## src/rtl/spi_master_pkg.sv

```systemverilog
// Shared types and constants for the SPI master: FSM state encoding, default
// frame width and the effective-frame-length helper.
package spi_master_pkg;

    localparam int unsigned DATA_W_DEF = 48;
    localparam int unsigned NBITS_W    = 6;

    typedef enum logic [2:0] {
        IDLE = 3'd0,
        LEAD = 3'd1,
        HIGH = 3'd2,
        LOW  = 3'd3,
        TAIL = 3'd4,
        GAP  = 3'd5
    } state_t;

    // A zero or oversized length request means a full-width frame.
    function automatic int unsigned frame_len(input logic [NBITS_W-1:0] nbits,
                                              input int unsigned        data_w);
        int unsigned n;
        n = 32'(nbits);
        if (n == 32'd0 || n > data_w) begin
            frame_len = data_w;
        end else begin
            frame_len = n;
        end
    endfunction

endpackage

```

## src/rtl/spi_tick_gen.sv

```systemverilog
// Half-period timer: tick marks the last clk cycle of every CLK_DIV-cycle
// phase; restart holds the count at the start of a phase.
module spi_tick_gen #(
    parameter int unsigned CLK_DIV = 4
) (
    input  logic clk,
    input  logic rst,
    input  logic restart,
    output logic tick
);

    localparam logic [7:0] RELOAD = 8'(CLK_DIV - 1);

    logic [7:0] cnt_r;

    // Down-counter that reloads itself when it expires.
    always_ff @(posedge clk) begin
        if (rst) begin
            cnt_r <= 8'd0;
        end else if (restart || cnt_r == 8'd0) begin
            cnt_r <= RELOAD;
        end else begin
            cnt_r <= cnt_r - 8'd1;
        end
    end

    assign tick = (cnt_r == 8'd0) && !restart;

endmodule

```

## src/rtl/spi_master.sv

```systemverilog
// Mode-0 SPI master: one variable-length full-duplex frame per request, MSB
// first, with optional chip-select hold between frames.
import spi_master_pkg::*;

module spi_master #(
    parameter int unsigned CLK_DIV = 4,
    parameter int unsigned DATA_W  = DATA_W_DEF
) (
    input  logic               clk,
    input  logic               rst,
    input  logic               req_valid,
    output logic               req_ready,
    input  logic [NBITS_W-1:0] req_nbits,
    input  logic [DATA_W-1:0]  req_data,
    input  logic               req_hold_cs,
    output logic               rsp_valid,
    output logic [DATA_W-1:0]  rsp_data,
    output logic               sclk,
    output logic               mosi,
    input  logic               miso,
    output logic               cs_n
);

    localparam int unsigned CNT_W = $clog2(DATA_W + 1);

    state_t              state_r;
    state_t              state_s;
    logic                ready_r;
    logic                tick_s;
    logic                restart_s;
    logic                accept_s;
    logic                rise_s;
    logic                fall_s;
    logic                finish_s;
    logic [CNT_W-1:0]    n_s;
    logic [DATA_W-1:0]   tx_align_s;
    logic [CNT_W-1:0]    bit_cnt_r;
    logic [DATA_W-1:0]   tx_r;
    logic [DATA_W-1:0]   rx_r;
    logic [DATA_W-1:0]   rsp_data_r;
    logic                sclk_r;
    logic                mosi_r;
    logic                cs_n_r;
    logic                rsp_valid_r;
    logic                hold_r;

    assign restart_s  = (state_r == IDLE);
    assign n_s        = CNT_W'(frame_len(req_nbits, DATA_W));
    // Left-align the frame so the next bit to send is always the top bit.
    assign tx_align_s = req_data << (DATA_W - 32'(n_s));

    spi_tick_gen #(
        .CLK_DIV (CLK_DIV)
    ) u_tick (
        .clk     (clk),
        .rst     (rst),
        .restart (restart_s),
        .tick    (tick_s)
    );

    // State register; ready is registered alongside it.
    always_ff @(posedge clk) begin
        if (rst) begin
            state_r <= IDLE;
            ready_r <= 1'b1;
        end else begin
            state_r <= state_s;
            ready_r <= (state_s == IDLE);
        end
    end

    // Next-state logic.
    always_comb begin
        state_s = state_r;
        case (state_r)
            IDLE: begin
                if (req_valid) state_s = LEAD;
                else           state_s = IDLE;
            end
            LEAD, LOW: begin
                if (tick_s) state_s = HIGH;
                else        state_s = state_r;
            end
            HIGH: begin
                if (!tick_s)                       state_s = HIGH;
                else if (bit_cnt_r != CNT_W'(0))   state_s = LOW;
                else                               state_s = TAIL;
            end
            TAIL: begin
                if (!tick_s)     state_s = TAIL;
                else if (hold_r) state_s = IDLE;
                else             state_s = GAP;
            end
            GAP: begin
                if (tick_s) state_s = IDLE;
                else        state_s = GAP;
            end
            default: state_s = IDLE;
        endcase
    end

    // Per-state datapath strobes.
    always_comb begin
        accept_s = 1'b0;
        rise_s   = 1'b0;
        fall_s   = 1'b0;
        finish_s = 1'b0;
        case (state_r)
            IDLE:      accept_s = req_valid;
            LEAD, LOW: rise_s   = tick_s;
            HIGH:      fall_s   = tick_s;
            TAIL:      finish_s = tick_s;
            default:   accept_s = 1'b0;
        endcase
    end

    // Shift registers, bit counter and registered SPI/response outputs.
    always_ff @(posedge clk) begin
        if (rst) begin
            bit_cnt_r   <= CNT_W'(0);
            tx_r        <= {DATA_W{1'b0}};
            rx_r        <= {DATA_W{1'b0}};
            rsp_data_r  <= {DATA_W{1'b0}};
            sclk_r      <= 1'b0;
            mosi_r      <= 1'b0;
            cs_n_r      <= 1'b1;
            rsp_valid_r <= 1'b0;
            hold_r      <= 1'b0;
        end else begin
            rsp_valid_r <= 1'b0;
            if (accept_s) begin
                tx_r      <= tx_align_s;
                rx_r      <= {DATA_W{1'b0}};
                bit_cnt_r <= n_s;
                hold_r    <= req_hold_cs;
                cs_n_r    <= 1'b0;
                mosi_r    <= tx_align_s[DATA_W-1];
            end
            if (rise_s) begin
                sclk_r    <= 1'b1;
                rx_r      <= {rx_r[DATA_W-2:0], miso};
                bit_cnt_r <= bit_cnt_r - CNT_W'(1);
            end
            if (fall_s) begin
                sclk_r <= 1'b0;
                if (bit_cnt_r != CNT_W'(0)) begin
                    tx_r   <= {tx_r[DATA_W-2:0], 1'b0};
                    mosi_r <= tx_r[DATA_W-2];
                end
            end
            if (finish_s) begin
                rsp_valid_r <= 1'b1;
                rsp_data_r  <= rx_r;
                if (!hold_r) cs_n_r <= 1'b1;
            end
        end
    end

    assign req_ready = ready_r;
    assign rsp_valid = rsp_valid_r;
    assign rsp_data  = rsp_data_r;
    assign sclk      = sclk_r;
    assign mosi      = mosi_r;
    assign cs_n      = cs_n_r;

endmodule

```

## config.mk

```make
export PLATFORM = sky130hd
export DESIGN_NAME = spi_master
export DESIGN_NICKNAME = d
export VERILOG_FILES = /design/src/rtl/spi_master_pkg.sv /design/src/rtl/spi_tick_gen.sv /design/src/rtl/spi_master.sv
export SDC_FILE = /design/constraint.sdc
export NUM_CORES = 1
export LEC_CHECK = 0
export CAP_MARGIN = 10
export CORE_MARGIN = 1
export CORE_UTILIZATION = 52
export DETAILED_ROUTE_END_ITERATION = 10
export GPL_TIMING_DRIVEN = 1
export PLACE_DENSITY = 0.77
export RECOVER_POWER = 50
export SETUP_SLACK_MARGIN = 0.02
export SYNTH_ARGS = -nofsm -noshare
export SYNTH_HDL_FRONTEND = slang
export SYNTH_SLANG_ARGS = --single-unit
```

## constraint.sdc

```tcl
create_clock -name clk -period 3.8 [get_ports clk]
set_input_delay 0.57 -clock clk [delete_from_list [all_inputs] [get_ports clk]]
set_output_delay 0.57 -clock clk [all_outputs]
set_load 0.05 [all_outputs]
```

==> results.cfg <==
[drt]
drt-pass1-iter-count = 6
route.final.wire_length_mm = 36.8
routed-via-count = 11900
post_drt_via_cell_ratio = 6.49
wl_per_cell_um = 20.0
drcViolationCount = 0
first_iter_violations = 1228
antenna_violating_nets_post_route = 0

[worst_setup_path]
worst-r2r-setup-slack_ns = 0.32
crit_path_cell_trace = nor3_1, nand2_1, clkbuf_4, a21oi_1, o21ai_0, a21oi_1, a2111oi_2
timing.setup.critical_path_class = reg2reg
worst_path_most_repeated_cell = sky130_fd_sc_hd__a21oi_1
critical_path.max_stage_delay_ns = 0.82
crit_family = compound AO/OA/AOI/OAI gates
worstPathMaxFanout = 91
crit-reg2reg-capture = tx_r[20]
timing.critical_path.buf_inv = 1
r2r.worst_path.cells = 7
cp.arrival_ns = 3.75
critical_path.startpoint_type = register
setup.worst_path.end_class = register
slowest_stage = sky130_fd_sc_hd__clkbuf_4
worst_ep_required_time_ns = 4.07
worstSetupStartpoint = state_r[0]
r2r-start = state_r[0]
worst-path-stages = 7
setup.worst_path.end = tx_r[20]

[place]
dp_hpwl_mm = 25.9
dp_worst_setup_slack_ns = -0.0322
port_buffers = 111
placedCellCount = 1803
gp_routability_congestion = 1.01
postPlaceCellArea_sq_um = 12600

[timing]
aggregate_negative_setup_slack_ns = 0
hold_viol = 0
clock-skew-final_ns = 0.0151
timing.final.max_slew_violations = 0
timing.final.ws_setup_ns = 0.321
timing_worst_slew_pin_value_ns = 1.03
min_period_over_period_pct = 91.6
finalCriticalPeriod_ns = 3.48
finalHoldWorstSlack_ns = 0.451
slew-limit-headroom_pct = 31.4
rsz0062_at_grt = no
timing.fmax_mhz = 287
setup_viol_count_final = 0

[clock_network]
post_cts_resized = 0
maximum_count_of_clock_buffers_along_a_single_path = 2
total_cts_buffers = 17
htreeDepth = 4
cts-hold-fix-buffers = 0
clock-sinks = 166
clkTransAtPathRegs_ns = 0.07
tritoncts = done
worst_skew_pair.late_latency_ns = 0.43
clock-root-buffer = sky130_fd_sc_hd__clkbuf_16
number_of_setup_buffers_added_after_cts = 0

[pwr]
power.net_switching_mw = 1.98
p_per_area_nw_per_um2 = 407
p_leak_nw = 5.07
vdd.ir_drop.worst_mv = 0.283
design_power_total_mw = 5.39
p_int_mw = 3.41
netSwitchingFraction_pct = 36.7
sequentialPowerShare_pct = 34.5
power_frac_clock_pct = 33.4
p_comb_share_pct = 32.1

[floorplanning]
core_area_sq_um = 20400
core.rowCount = 52
floorplan.initialDensity_pct = 53.3
die_height_um = 146
io_pins = 112
die-area_sq_um = 21400
width_of_the_chip_um = 146

[global_route]
grt_first_pass_wirelength_mm = 58.4
grt_remaining_overflow = 0
antenna_found_initial = 0
track_usage_pct = 34.0
vias_in_the_first_global_route = 10800
grt_max_degree = 92

[finish]
instances_no_fill = 1835
fin_util_pct = 64.9
final_common_cell = sky130_fd_sc_hd__nand2_1
ff_latch_area_sq_um = 3320
final_cell_mix = sky130_fd_sc_hd__nand2_1, sky130_fd_sc_hd__a21oi_1, sky130_fd_sc_hd__dfxtp_1, sky130_fd_sc_hd__nor2_1, sky130_fd_sc_hd__buf_4
syn_to_final_growth_pct = 21.9
final_nets = 1615
fin_area_sq_um = 13200
multiInputGateArea_sq_um = 6810
fill_cells = 1808
insertedDiodeCount = 0
drive_gt1_share_pct = 13.4

[synthesis]
number_of_storage_elements_in_the_synthesis_netlist = 166
ys_async_sr_fraction_pct = 0
post_synth_instance_area_sq_um = 10800
synth.avg_cell_area_sq_um = 7.53
yosys_warnings = 0
yosysSeqAreaShare_pct = 30.6
synth_cells = 1441
dominantRegCellSynth = sky130_fd_sc_hd__dfxtp_1
ys_types = 94
synth_fp_nets = 1504
synth_enable_flop_cells = 0

[hold_path]
holdCritPathClass = reg2reg

[flow_run]
drv_cap = 0

[outcome]
run_status = complete, no violations
==> how the worst min path moves through the flow <==
| stage | start | end | slack (ns) | cells after the start |
|---|---|---|---|---|
| 4_1_cts | rx_r[47] | rsp_data[47] | 0.46 | 2 |
| 5_1_grt | rsp_data[39] | rsp_data[39] | 0.48 | 2 |
| 6_report | rsp_data[16] | rsp_data[16] | 0.45 | 2 |
| 3_3_place_gp | rx_r[47] | rsp_data[47] | 0.44 | 2 |
| 2_1_floorplan | rx_r[47] | rsp_data[47] | 0.43 | 2 |
| 3_5_place_dp | rx_r[47] | rsp_data[47] | 0.44 | 2 |
==> registers in the layout, indices dropped and copies added, names as in the netlist <==
signal	count
rsp_valid	1
u_tick.cnt_r	8
state_r	3
mosi	1
bit_cnt_r	6
rsp_data	48
sclk	1
hold_r	1
rx_r	48
tx_r	47
cs_n	1
req_ready	1
==> routing by layer <==
metal  track usage [%]  vias to the layer above  wire [um]
met2              54.6                      697      16900
li1                  -                     5499          -
met3              6.59                      117       3420
met4              15.8                        0       1540
met1              43.9                     5595      14900
met5                 0                        -          0
==> cells in the mapped netlist, drive strengths merged (5+ instances only) <==
cell / instances / area, sq um
nand2: 268 / 1010
a21oi: 174 / 871
dfxtp: 166 / 3320
nor2: 110 / 415
nand3: 83 / 420
clkbuf: 72 / 270
mux2i: 65 / 663
buf: 60 / 393
o21ai: 54 / 270
nor3: 44 / 231
a211oi: 30 / 235
a221oi: 24 / 229
mux2: 21 / 236
and3: 16 / 100
inv: 16 / 60.1
o22ai: 14 / 87.6
and2: 13 / 81.3
o211ai: 13 / 97.6
a31oi: 11 / 68.8
nor4: 11 / 90.1
nand4: 9 / 56.3
a22oi: 8 / 60.1
a2bb2oi: 8 / 70.1
a32oi: 8 / 70.1
xnor2: 8 / 96.4
a2111oi: 6 / 77.6
mux4: 6 / 135
nand2b: 6 / 37.5
o311ai: 6 / 52.6
o31ai: 6 / 50.1
or3: 6 / 52.6
a311o: 5 / 50.1
o21a: 5 / 37.5
o221ai: 5 / 43.8
or4: 5 / 37.5
==> power by group through the flow <==
stage / sequential, mW / combinational [mW] / clock [mW]
floorplan: 1.90 / 1.05 / 0
global placement: 1.90 / 1.67 / 0
detailed placement: 1.90 / 1.68 / 0
CTS: 1.86 / 1.69 / 1.83
global route: 1.86 / 1.83 / 1.89
finish: 1.86 / 1.73 / 1.80
==> final cells by class <==
| type | count | area share (%) |
|---|---|---|
| clock buffer | 17 | 3.22 |
| clock inverter | 15 | 1.56 |
| inverter | 16 | 0.454 |
| multi-input combinational | 1127 | 51.5 |
| sequential | 166 | 25.1 |
| tap | 270 | 2.55 |
| timing repair buffer | 224 | 15.6 |
==> cells by family (layout without fill, tap and decap cells) <==
| group | Yosys count | in the layout | synth area share [%] |
|---|---|---|---|
| simple gates | 585 | 585 | 24.4 |
| compound gates | 435 | 435 | 27.0 |
| flops | 166 | 166 | 30.6 |
| buf+inv | 148 | 272 | 6.67 |
| mux | 92 | 92 | 9.54 |
| xor+xnor | 11 | 11 | 1.30 |
| fa+ha+maj | 4 | 4 | 0.462 |
==> tightest hold or removal path: cells and delay by family, from the launching register on <==
kind	cells	cell delay, ns
DFF	1	0.31
AOI/OAI and AO/OA	1	0.05
and+or+nand+nor	1	0.05
Note: power is estimated with default switching activity, not from simulation.
